### src/rtl/fht_pkg.sv
// Shared FHT types and constants: loader FSM states, bank count, start-retry limit, bit reversal.
// Latency: none (package only).
// Backpressure: not applicable.
package fht_pkg;

    typedef enum logic [2:0] {
        IDLE,
        LOAD,
        START,
        WAIT_ACK,
        WAIT_DONE
    } fht_state_t;

    localparam int N_BANK      = 4;
    localparam int START_RETRY = 4;

    // Reverses the low w bits of v; bits at and above w come back as zero.
    function automatic logic [31:0] bitrev(input logic [31:0] v, input int w);
        logic [31:0] r;
        r = '0;
        for (int i = 0; i < 32; i++) begin
            if (i < w) r[i] = v[w-1-i];
        end
        return r;
    endfunction

endpackage

### src/rtl/fht_bitrev_addr.sv
// Maps a sample index to {bank, address}; bit-reversed when FHT_LOADER_BITREV_EN is defined, natural order otherwise.
// Latency: combinational.
// Backpressure: not applicable.
module fht_bitrev_addr
    import fht_pkg::*;
#(
    parameter int A_BIT = 8
) (
    input  logic [A_BIT+1:0] idx,
    output logic [1:0]       bank,
    output logic [A_BIT-1:0] addr
);

    localparam int IDX_W = A_BIT + 2;

    logic [IDX_W-1:0] rev;

`ifdef FHT_LOADER_BITREV_EN
    assign rev = IDX_W'(bitrev(32'(idx), IDX_W));
`else
    assign rev = idx;
`endif

    assign bank = rev[1:0];
    assign addr = rev[IDX_W-1:2];

endmodule

### src/rtl/fht_input_loader.sv
// Loads one N-point frame into the four FHT banks at its mapped position, then pulses oSTART to the controller (FHT_LOADER_BITREV_EN selects bit-reversed addressing).
// Latency: a bank write appears 1 cycle after its accept; oSTART follows the last write by 1 cycle.
// Backpressure: oREADY is high only while loading; it stays low until the controller is ready again.
module fht_input_loader
    import fht_pkg::*;
#(
    parameter int A_BIT = 8,
    parameter int D_BIT = 16
) (
    input  logic             iCLK,
    input  logic             iRESET,
    input  logic [D_BIT-1:0] iDATA,
    input  logic             iVALID,
    output logic             oREADY,
    input  logic             iFHT_RDY,
    output logic [A_BIT-1:0] oADDR_WR,
    output logic [D_BIT-1:0] oDATA_WR,
    output logic             oWE_0,
    output logic             oWE_1,
    output logic             oWE_2,
    output logic             oWE_3,
    output logic             oSTART,
    output logic             oBUSY
);

    localparam int IDX_W   = A_BIT + 2;
    localparam int RETRY_W = $clog2(START_RETRY);

    fht_state_t          state;
    logic [IDX_W-1:0]    idx;
    logic [RETRY_W-1:0]  retry_cnt;
    logic [N_BANK-1:0]   we;
    logic [1:0]          map_bank;
    logic [A_BIT-1:0]    map_addr;
    logic                accept;

    assign accept = iVALID & oREADY;

    fht_bitrev_addr #(
        .A_BIT (A_BIT)
    ) u_map (
        .idx  (idx),
        .bank (map_bank),
        .addr (map_addr)
    );

    assign oWE_0 = we[0];
    assign oWE_1 = we[1];
    assign oWE_2 = we[2];
    assign oWE_3 = we[3];

    always_ff @(posedge iCLK) begin
        if (!iRESET) begin
            state     <= IDLE;
            idx       <= '0;
            retry_cnt <= '0;
            oREADY    <= 1'b0;
            oBUSY     <= 1'b0;
            oSTART    <= 1'b0;
            oADDR_WR  <= '0;
            oDATA_WR  <= '0;
            we        <= '0;
        end else begin
            oSTART <= 1'b0;
            we     <= '0;
            if (accept) begin
                oDATA_WR <= iDATA;
                oADDR_WR <= map_addr;
                we       <= N_BANK'(1) << map_bank;
                idx      <= idx + 1'b1;
            end

            case (state)
                IDLE: begin
                    if (iFHT_RDY) begin
                        state  <= LOAD;
                        oREADY <= 1'b1;
                    end
                end
                LOAD: begin
                    // The final accept puts the last write on the ports as START begins.
                    if (accept && (idx == '1)) begin
                        state  <= START;
                        oREADY <= 1'b0;
                        oBUSY  <= 1'b1;
                    end
                end
                START: begin
                    oSTART    <= 1'b1;
                    retry_cnt <= '0;
                    state     <= WAIT_ACK;
                end
                WAIT_ACK: begin
                    if (!iFHT_RDY) begin
                        state <= WAIT_DONE;
                    end else if (retry_cnt == RETRY_W'(START_RETRY - 1)) begin
                        state <= START;
                    end else begin
                        retry_cnt <= retry_cnt + 1'b1;
                    end
                end
                WAIT_DONE: begin
                    if (iFHT_RDY) begin
                        state  <= LOAD;
                        oREADY <= 1'b1;
                        oBUSY  <= 1'b0;
                    end
                end
                default: begin
                    state  <= IDLE;
                    oREADY <= 1'b0;
                    oBUSY  <= 1'b0;
                end
            endcase
        end
    end

endmodule

### config.mk
export PLATFORM = sky130hd
export DESIGN_NAME = fht_input_loader
export DESIGN_NICKNAME = d
export VERILOG_FILES = /design/src/rtl/fht_pkg.sv /design/src/rtl/fht_bitrev_addr.sv /design/src/rtl/fht_input_loader.sv
export SDC_FILE = /design/constraint.sdc
export NUM_CORES = 1
export LEC_CHECK = 0
export ABC_CLOCK_PERIOD_IN_PS = 1100
export CAP_MARGIN = 25
export CORE_MARGIN = 1.5
export CORE_UTILIZATION = 31
export CTS_BUF_LIST = sky130_fd_sc_hd__clkbuf_8
export DETAILED_ROUTE_END_ITERATION = 10
export GPL_ROUTABILITY_DRIVEN = 0
export PLACE_DENSITY_LB_ADDON = 0.15
export SLEW_MARGIN = 30
export SYNTH_ARGS = -nofsm -noshare
export SYNTH_HDL_FRONTEND = slang
export SYNTH_SLANG_ARGS = --single-unit
### constraint.sdc
create_clock -name iCLK -period 1.1 [get_ports iCLK]
set_input_delay 0.33 -clock iCLK [delete_from_list [all_inputs] [get_ports iCLK]]
set_output_delay 0.33 -clock iCLK [all_outputs]
set_load 0.01 [all_outputs]
Yosys cells after proc, flatten, opt, wreduce, memory -nomap -nowiden

Cells that the tools add are included.

$add $sub $neg: 2
Eq/ne operators: 12
Shift operators: 1
Multiplexer cells: 15
Bitwise operators: 3
Reductions and logical operators: 11

Operators with widths:

| cell                                                  | count |
|---|---|
| 2-to-1 mux 3 bit                                      | 4 |
| one-hot mux 3 bit (4 select lines)                    | 1 |
| AND reduction 3 bit                                   | 4 |
| adder 10 x 1 -> 10 bit, second input constant         | 1 |
| equality test 10 bit, second input constant           | 1 |
| inequality test 2 bit, second input constant          | 4 |
| equality test 3 x 2 -> 1 bit, second input constant   | 2 |
| one-hot mux 1 bit (3 select lines)                    | 2 |
| 2-to-1 mux 1 bit                                      | 5 |
| 2-to-1 mux 2 bit                                      | 2 |
| one-hot mux 2 bit (2 select lines)                    | 1 |
| OR reduction 2 bit                                    | 2 |
| << shifter 1 x 2 -> 4 bit, first input constant       | 1 |
| equality test 3 x 1 -> 1 bit, second input constant   | 1 |
| equality test 3 bit, second input constant            | 1 |
| zero test 3 bit                                       | 1 |
| inequality test 3 bit, second input constant          | 1 |
| OR reduction 3 bit                                    | 1 |
| adder 2 x 1 -> 2 bit, second input constant           | 1 |
| equality test 2 bit, second input constant            | 1 |
| inequality test 2 x 1 -> 1 bit, second input constant | 1 |
| inverter 1 bit                                        | 2 |
| AND reduction 2 bit                                   | 1 |
| nonzero test 2 bit                                    | 1 |
| other kinds (2)                                       | 2 |

Register bits after elaboration: 46
Input bits: 20
Logic and storage cells: 53

Depth between registers and ports, before layout

Depth in word-level cells: 4
Depth in mapped cells: 5

Hierarchy

From an unflattened synthesis, not the netlist that was laid out.

Cells, all modules: 219
Area total of the unflattened synthesis: 1,926.8 µm²

By module, submodules not included:

| module           | times used | cells each | area each (µm²) |
|---|---|---|---|
| fht_input_loader | 1          | 209        | 1,851.8 |
| fht_bitrev_addr  | 1          | 10         | 75.1 |

Least setup slack after synthesis

No wires, ideal clock.

Path kind: register to register
Start point: register idx[1]
End point: register idx[8]
Arrival time: 1,152 ps
Data required time: 985 ps
Slack: -167 ps
Cell stages (with the launch flop): 6
Period minus slack after synthesis: 1,267 ps
Cell sequence: dfxtp_1 > ha_1 > nand2_1 > nor3_1 > xor2_1 > and2_1

Longest elaborated chain between the ends: 1

RTL lines:

| item                     | RTL line               | text |
|---|---|---|
| start: declaration       | fht_input_loader.sv:30 | `logic [IDX_W-1:0] idx;` |
| start signal: assignment | fht_input_loader.sv:70 | `idx <= idx + 1'b1;` |
| adder 10 x 1 -> 10 bit   | fht_input_loader.sv:70 |  |

Every way passes these cells.
A chain may end at the register's enable or synchronous reset.

Final worst setup path

Start point: register oREADY
End point: output oREADY

RTL lines:

| item                     | RTL line               | text |
|---|---|---|
| start: declaration       | fht_input_loader.sv:14 | `output logic oREADY,` |
| start signal: assignment | fht_input_loader.sv:57 | `oREADY <= 1'b0;` |
| start signal: assignment | fht_input_loader.sv:77 | `oREADY <= 1'b1;` |
| start signal: assignment | fht_input_loader.sv:84 | `oREADY <= 1'b0;` |

No word-level cell between the ends.

==> flow_metrics.env <==
export IMPL_hpwl_um=2970
export IMPL_vias=1741
export IMPL_critPathMaxFanout=4
export IMPL_rsz0062_at_grt="true"
export IMPL_cts_tree="built"
export IMPL_antenna_found_initial=0
export IMPL_critPathRequiredTime_ns=0.77
export IMPL_viasPerCell=4.57
export IMPL_first_pass_iters=4
export IMPL_drc=0
export IMPL_worstRegToRegCells=4
export IMPL_postSynthAreaPerCell_um2=8.85
export IMPL_die_y_um=81.0
export IMPL_overflow=0
export IMPL_clk_path_buf_depth=2
export IMPL_r2r_end="idx[5]"
export IMPL_clk_latency_ns=0.29
export IMPL_rows=28
export IMPL_hold_buffers=0
export IMPL_powerDensity_nw_per_um2=1090
export IMPL_fin_crit_sh_pct=112
export IMPL_fin_total_pwr_uw=3380
export IMPL_worstMarginPinSlew_ns=0.336
export IMPL_netlist_area_um2=1880
export IMPL_fp_dieW_um=81.0
export IMPL_fin_util_pct=52.8
export IMPL_cts_num_sinks=46
export IMPL_synth_flop_cell="dfxtp_1"
export IMPL_p_leak_uw=0.00133
export IMPL_fin_hold_ws_ns=0.445
export IMPL_worstHoldStart="idx[9]"
export IMPL_synth_edff_count=0
export IMPL_port_buffers=50
export IMPL_finalWirelength_um=4550
export IMPL_synth_async_reset_ratio_pct=0
export IMPL_violations="setup timing"
export IMPL_ys_types=34
export IMPL_avgRoutedWirePerCell_um=11.9
export IMPL_final_common_cell="nand2_1"
export IMPL_netlist_instances=213
export IMPL_clk_pin_slew_ns=0.08
export IMPL_coreArea_um2=5890
export IMPL_finalSetupViolCount=24
export IMPL_timing_rr_start="idx[3]"
export IMPL_critPathKind="flip-flop to output pin"
export IMPL_syn_nets=235
export IMPL_htree_levels=2
export IMPL_hold_path_end="oADDR_WR[7]"
export IMPL_hold_class="flip-flop to flip-flop"
export IMPL_grt_max_degree=15
export IMPL_layout_setup_ws_ns=-0.129
export IMPL_relSlewSlack_pct=77.4
export IMPL_ir_drop_mv=0.815
export IMPL_ys_ff_latch=46
export IMPL_slowest_delay_ns=0.37
export IMPL_ios=51
export IMPL_finalMaxSlewViolations=0
export IMPL_skew_ns=0.0117
export IMPL_die_area_um2=6560
export IMPL_cts_buffers=5
export IMPL_synth_seq_area_share_pct=48.9
export IMPL_fmaxAchievable_ghz=0.814
export IMPL_drive_gt1_share_pct=48.4
export IMPL_worstSetupEndpointType="output pin"
export IMPL_yosysWarnings=0
export IMPL_grtUsageTotal_pct=14.5
export IMPL_whs_path_depth=2
export IMPL_layout_area_overhead_vs_synth_pct=65.0
export IMPL_initialDrtViolationCount=59
export IMPL_tns_ns=-1.00
export IMPL_ant_nets=0
export IMPL_reg2reg_slack_ns=-0.12
export IMPL_finalHoldViolCount=0
export IMPL_period_needed_ns=1.23
export IMPL_critPathArrivalTime_ns=0.90
export IMPL_final_cell_mix="59 x nand2_1, 36 x dfxtp_2, 34 x buf_4, 30 x buf_6, 20 x a21boi_0"
export IMPL_nNetsFinal=327
export IMPL_path_cells="buf_4, buf_6"
export IMPL_grt_pass1_wl_um=7370
export IMPL_crit_path_top_delay_cell="dfxtp_4"
export IMPL_status="complete, but fails checks"
export IMPL_startpoint_type="flip-flop"
export IMPL_maxCapViolations=0
export IMPL_start_util_pct=32.0
export IMPL_antenna_cells=0
export IMPL_clockRootBuffer="clkbuf_8"
export IMPL_grt_pass1_vias=1612
==> Yosys cell counts (2+ instances only) <==
master | count | area (µm²)
xnor2_1 | 5 | 43.8
nand3_1 | 2 | 10.0
nor2_1 | 3 | 11.3
nor3b_1 | 5 | 37.5
o21ai_0 | 2 | 10.0
nand2b_1 | 3 | 18.8
nand2_1 | 62 | 233
xor2_1 | 3 | 26.3
dfxtp_1 | 46 | 921
inv_1 | 3 | 11.3
nand4_1 | 3 | 18.8
clkbuf_1 | 7 | 26.3
a21boi_0 | 27 | 203
ha_1 | 2 | 25.0
a21oi_1 | 5 | 25.0
nor2b_1 | 2 | 12.5
buf_2 | 3 | 15.0
o2bb2ai_1 | 2 | 17.5
and2_1 | 9 | 56.3
nor3_1 | 5 | 25.0
==> per-stage QoR <==
| stage | std cells | setup WS (ns) | instance area (µm²) |
|---|---|---|---|
| 6_report | 381 | -0.129 | 3110 |
| 3_5_place_dp | 362 | -0.593 | 2740 |
| 4_1_cts | 376 | -0.128 | 2870 |
| 5_1_grt | 381 | -0.179 | 3110 |
| 3_3_place_gp | 362 | -0.576 | 2740 |
| 2_1_floorplan | 213 | -0.0518 | 1940 |
==> sequential cells by signal, indices dropped and copies added, names as in the netlist <==
| signal | flops |
|---|---|
| oDATA_WR | 16 |
| idx | 10 |
| oADDR_WR | 8 |
| we | 4 |
| state | 3 |
| retry_cnt | 2 |
| oBUSY | 1 |
| oREADY | 1 |
| oSTART | 1 |
==> worst max path at each step <==
| stage | startpoint | end | cells past startpoint |
|---|---|---|---|
| floorplan | idx[1] | oBUSY | 5 |
| global placement | iVALID | idx[6] | 5 |
| detailed placement | iVALID | idx[6] | 5 |
| CTS | oREADY | idx[5] | 4 |
| global route | oREADY | idx[5] | 4 |
| finish | oREADY | oREADY | 2 |
==> timing repair <==
action,CTS,global route
resized for setup,183,44
pin swaps,20,17
endpoints found under the setup margin,74,62
cloned,3,1
setup buffers,3,4
==> where the power goes <==
group | internal [µW] | switching (µW)
logic | 250 | 173
clock network | 669 | 554
registers | 1700 | 35.0
==> layer usage <==
| metal | wire, µm | up-vias | global-route usage [%] |
|---|---|---|---|
| li1 | - | 899 | - |
| met1 | 2100 | 799 | 19.0 |
| met2 | 2170 | 38 | 23.6 |
| met3 | 226 | 5 | 3.26 |
| met4 | 55 | 0 | 4.66 |
| met5 | 0 | - | 0 |
==> layout make-up <==
| class | count | area [µm²] |
|---|---|---|
| Timing Repair Buffer | 96 | 857 |
| Fill cell | 577 | 2780 |
| Sequential cell | 46 | 977 |
| Clock inverter | 3 | 41.3 |
| Tap cell | 75 | 93.8 |
| Clock buffer | 5 | 68.8 |
| Inverter | 3 | 11.3 |
| Multi-Input combinational cell | 153 | 1060 |
==> critical path: cells and delay by family, from the launching register on <==
kind | cells | cell delay, ns
flops | 1 | 0.37
buf+inv | 2 | 0.24
==> cell families (layout without fill, tap and decap cells) <==
family	count (synthesis)	after routing	synth area share [%]
AOI/OAI and AO/OA	41	41	15.6
xor gates and xnor gates	8	8	3.72
adders and majority gates	2	2	1.33
buffers and inverters	15	107	3.45
DFF	46	46	48.9
and+or+nand+nor	101	102	27.0
Power figures use the tool's default switching activity.
==> RTL edit 1: new RTL, same settings <==
The package constant `START_RETRY` goes from 4 to 8.
--- a/src/rtl/fht_pkg.sv
+++ b/src/rtl/fht_pkg.sv
@@ -13,5 +13,5 @@
 
     localparam int N_BANK      = 4;
-    localparam int START_RETRY = 4;
+    localparam int START_RETRY = 8;
 
     // Reverses the low w bits of v; bits at and above w come back as zero.
Check against the original RTL: no difference found for any inputs over 10 cycles, from zero or initial values and one cycle with iRESET low; that may be too few to reach the edited logic, so the function may still have changed.
==> RTL edit 1 against the original RTL <==
The run still ends with setup timing left; fmax decreased by 8.5%; synthesized area up 2.3%; setup slack worse by 0.11 ns; global-route usage increased by 0.65 points; register-to-register slack got worse by 0.12 ns; core utilization increased by 5.9 points; critical path type is now flop to flop; total power grew 3.8%; clock skew decreased by 0.0062 ns; sequential cell count rose by 1; wire length increased by 7.0%; worst hold slack improved by 0.0078 ns; cell area is 12% higher.
==> RTL edit 1: results (changes against the original RTL) <==
metric	value	unit	change
maximum number of pins on one net before global-route repair	22		+7
FILL cells	545		-5.5%
cell area after placement	0.00284	mm²	+3.8%
worst stage delay on the critical path	0.34	ns	-0.03 ns
Met3 Routed Length	233	µm	+3.1%
nets in the synthesized netlist	236		+0.43%
peak ir drop on the vdd network	0.764	mV	-6.2%
count of non-filler cells in the finished layout	391		+2.6%
type of the worst setup path	flop to flop		
number of buffers inserted by post-CTS setup repair	11		+8
depth of the worst register-to-register path	6		+2
aggregate negative setup slack	-2.67	ns	-1.67 ns
endpoint of the most critical register-to-register path	retry_cnt[1]		
Critical Path Fanout Max	3		-1
ratio of cells with drive above 1 in the final layout	0.614		+0.130
post-placement cell count	361		-0.28%
status	complete, but fails checks		
# setup viols final	31		+29%
Met2 Wirelength	2470	µm	+14%
post-synthesis share of cell area spent on full adders, half adders and majority gates	0.0195		+0.00620
met1 Track Usage GR	0.184		-0.00631
routing usage on met3	0.0311		-0.00147
GRT Overall Usage	0.152		+0.00646
total number of nets in the final design	338		+3.4%
critical path launch point	retry_cnt[1]		
routed vias	1776		+2.0%
compound-gate portion of the synthesized area	0.133		-0.0229
Hold Path End	oDATA_WR[9]		
Leakage Power	1.56	nW	+17%
register area share after synthesis	0.488		about the same
estimated wirelength of the detail-placed design	3090	µm	+3.9%
actual transition at the worst max-transition pin	0.314	ns	-0.0215 ns
worst clock skew	0.00546	ns	-0.00622 ns
Critical Path Slowest Stage Cell	sky130_fd_sc_hd__dfxtp_2		
arrival time at the worst endpoint	1.53	ns	+0.63 ns
biggest area contributors in the synthesized netlist	sky130_fd_sc_hd__dfxtp_1 (49%), sky130_fd_sc_hd__nand2_1 (11%), sky130_fd_sc_hd__a21boi_0 (9.7%)		
failing checks	setup timing		
number of distinct library cell variants in the gate-level netlist after synthesis	36		+5.9%
router iterations before antenna repair	2		-2
crit path setup slack, layout	-0.243	ns	-0.115 ns
Placement Setup Slack	-0.684	ns	-0.0911 ns
routing usage on met2	0.267		+0.0314
==> RTL edit 1: critical path, delay by kind of cell (launching register included) <==
kind | cells | cell delay, ns
adder cells (fa/ha/maj) | 2 | 0.30
buffers and inverters | 1 | 0.19
flip-flops | 1 | 0.34
multiplexers | 1 | 0.13
AND/OR/NAND/NOR | 2 | 0.28
==> RTL edit 1: power breakdown <==
part	internal, mW	switching (mW)	total, mW	leakage (nW)
combinational	0.296	0.213	0.509	1.10
clock	0.666	0.572	1.24	0.0556
sequential	1.73	0.0340	1.77	0.402
total	2.70	0.819	3.51	1.56
==> RTL edit 1: area by class of cell <==
| type | instances | area [µm²] | share of cell area |
|---|---|---|---|
| Sequential cell | 47 | 1010 | 0.288 |
| Clock buffer | 5 | 68.8 | 0.0197 |
| Inverter | 3 | 11.3 | 0.00322 |
| Multi-Input combinational cell | 154 | 1270 | 0.363 |
| Clock inverter | 3 | 38.8 | 0.0111 |
| Timing Repair Buffer | 104 | 1010 | 0.288 |
| Tap cell | 75 | 93.8 | 0.0268 |
==> RTL edit 2: new RTL, same settings <==
Without the edit above. Encoding of `fht_state_t`: now Gray code (3 bits for 5 states).
--- a/src/rtl/fht_pkg.sv
+++ b/src/rtl/fht_pkg.sv
@@ -5,9 +5,9 @@
 
     typedef enum logic [2:0] {
-        IDLE,
-        LOAD,
-        START,
-        WAIT_ACK,
-        WAIT_DONE
+        IDLE      = 3'b000,
+        LOAD      = 3'b001,
+        START     = 3'b011,
+        WAIT_ACK  = 3'b010,
+        WAIT_DONE = 3'b110
     } fht_state_t;
 
Formal check against the unedited RTL: no difference found for any inputs over 10 cycles, from zero or initial values and one cycle with iRESET low; not proved beyond that.
==> RTL edit 2 against the original RTL <==
The run still ends with setup timing left; synthesized cell count is 2.3% lower; combinational power is 12% lower; synthesized area is 1.1% lower; wire length is 6.4% lower; global-route usage is 0.37 points lower; highest routed layer unchanged; sequential cell count stayed put; total power is 7.5% lower; setup slack worse by 0.019 ns; sequential power hardly changed; cell area is 3.8% lower; sequential share of layout area is 1.4 points higher; non-clock buffer count is 3 lower; worst hold slack better by 0.015 ns.
==> RTL edit 2: results (changes against the original RTL) <==
metric	value	unit	change
number of buffers inserted by post-CTS setup repair	9		+6
routed vias	1672		-4.0%
count of non-filler cells in the finished layout	373		-2.1%
crit path setup slack, layout	-0.148	ns	-0.0189 ns
estimated wirelength of the detail-placed design	2980	µm	+0.42%
register area share after synthesis	0.494		+0.00558
actual transition at the worst max-transition pin	0.314	ns	-0.0220 ns
peak ir drop on the vdd network	0.859	mV	+5.4%
type of the worst setup path	flop to flop		
wire length of the first global-routing pass	7010	µm	-4.9%
fraction of power spent switching nets	0.243		+0.0178
FILL cells	573		-0.69%
post-synthesis cell count	208		-2.3%
biggest area contributors in the synthesized netlist	sky130_fd_sc_hd__dfxtp_1 (49%), sky130_fd_sc_hd__nand2_1 (11%), sky130_fd_sc_hd__a21boi_0 (8.1%)		
cell class contributing the biggest share of worst-path delay	simple AND/OR/NAND/NOR gates		
met1 Track Usage GR	0.184		-0.00576
# setup viols final	12		-50%
total number of nets in the final design	319		-2.4%
final total power	3.13	mW	-7.5%
arrival time at the worst endpoint	1.44	ns	+0.54 ns
logic gate share of total power	0.119		-0.006
post-cts resize count	162		-11%
last element of the critical path	oREADY		
cell types with the highest counts after synthesis	sky130_fd_sc_hd__nand2_1 (55), sky130_fd_sc_hd__dfxtp_1 (46), sky130_fd_sc_hd__a21boi_0 (20)		
failing checks	setup timing		
ratio of cells with drive above 1 in the final layout	0.460		-0.0239
cell area after placement	0.00271	mm²	-1.0%
post-placement cell count	354		-2.2%
status	complete, but fails checks		
[RTL edit 2: cell count changes in the layout (fill, tap and decap cells not counted), sizes merged, moves of 2 or more]
cell and change:
nand2 -7, o21ai +5, nor3b -4, a21oi -2, a32oi +2, and3 +2
buf -2, clkinv +2, nand3 +2, nor2b +2, nor3 -2, o2bb2ai -2
[RTL edit 2: logic make-up after synthesis]
group | synth area share
fa+ha+maj | 0.0134
compound gates | 0.150
simple gates | 0.274
flops | 0.494
buf+inv | 0.0309
xor+xnor | 0.0376
[RTL edit 2: cell type report]
class | count | area (µm²) | share of cell area
tap | 75 | 93.8 | 0.0314
inverter | 3 | 11.3 | 0.00377
clock inverter | 3 | 20.0 | 0.00669
clock buffer | 5 | 68.8 | 0.0230
multi-input combinational | 148 | 960 | 0.321
sequential | 46 | 981 | 0.328
timing repair buffer | 93 | 856 | 0.286
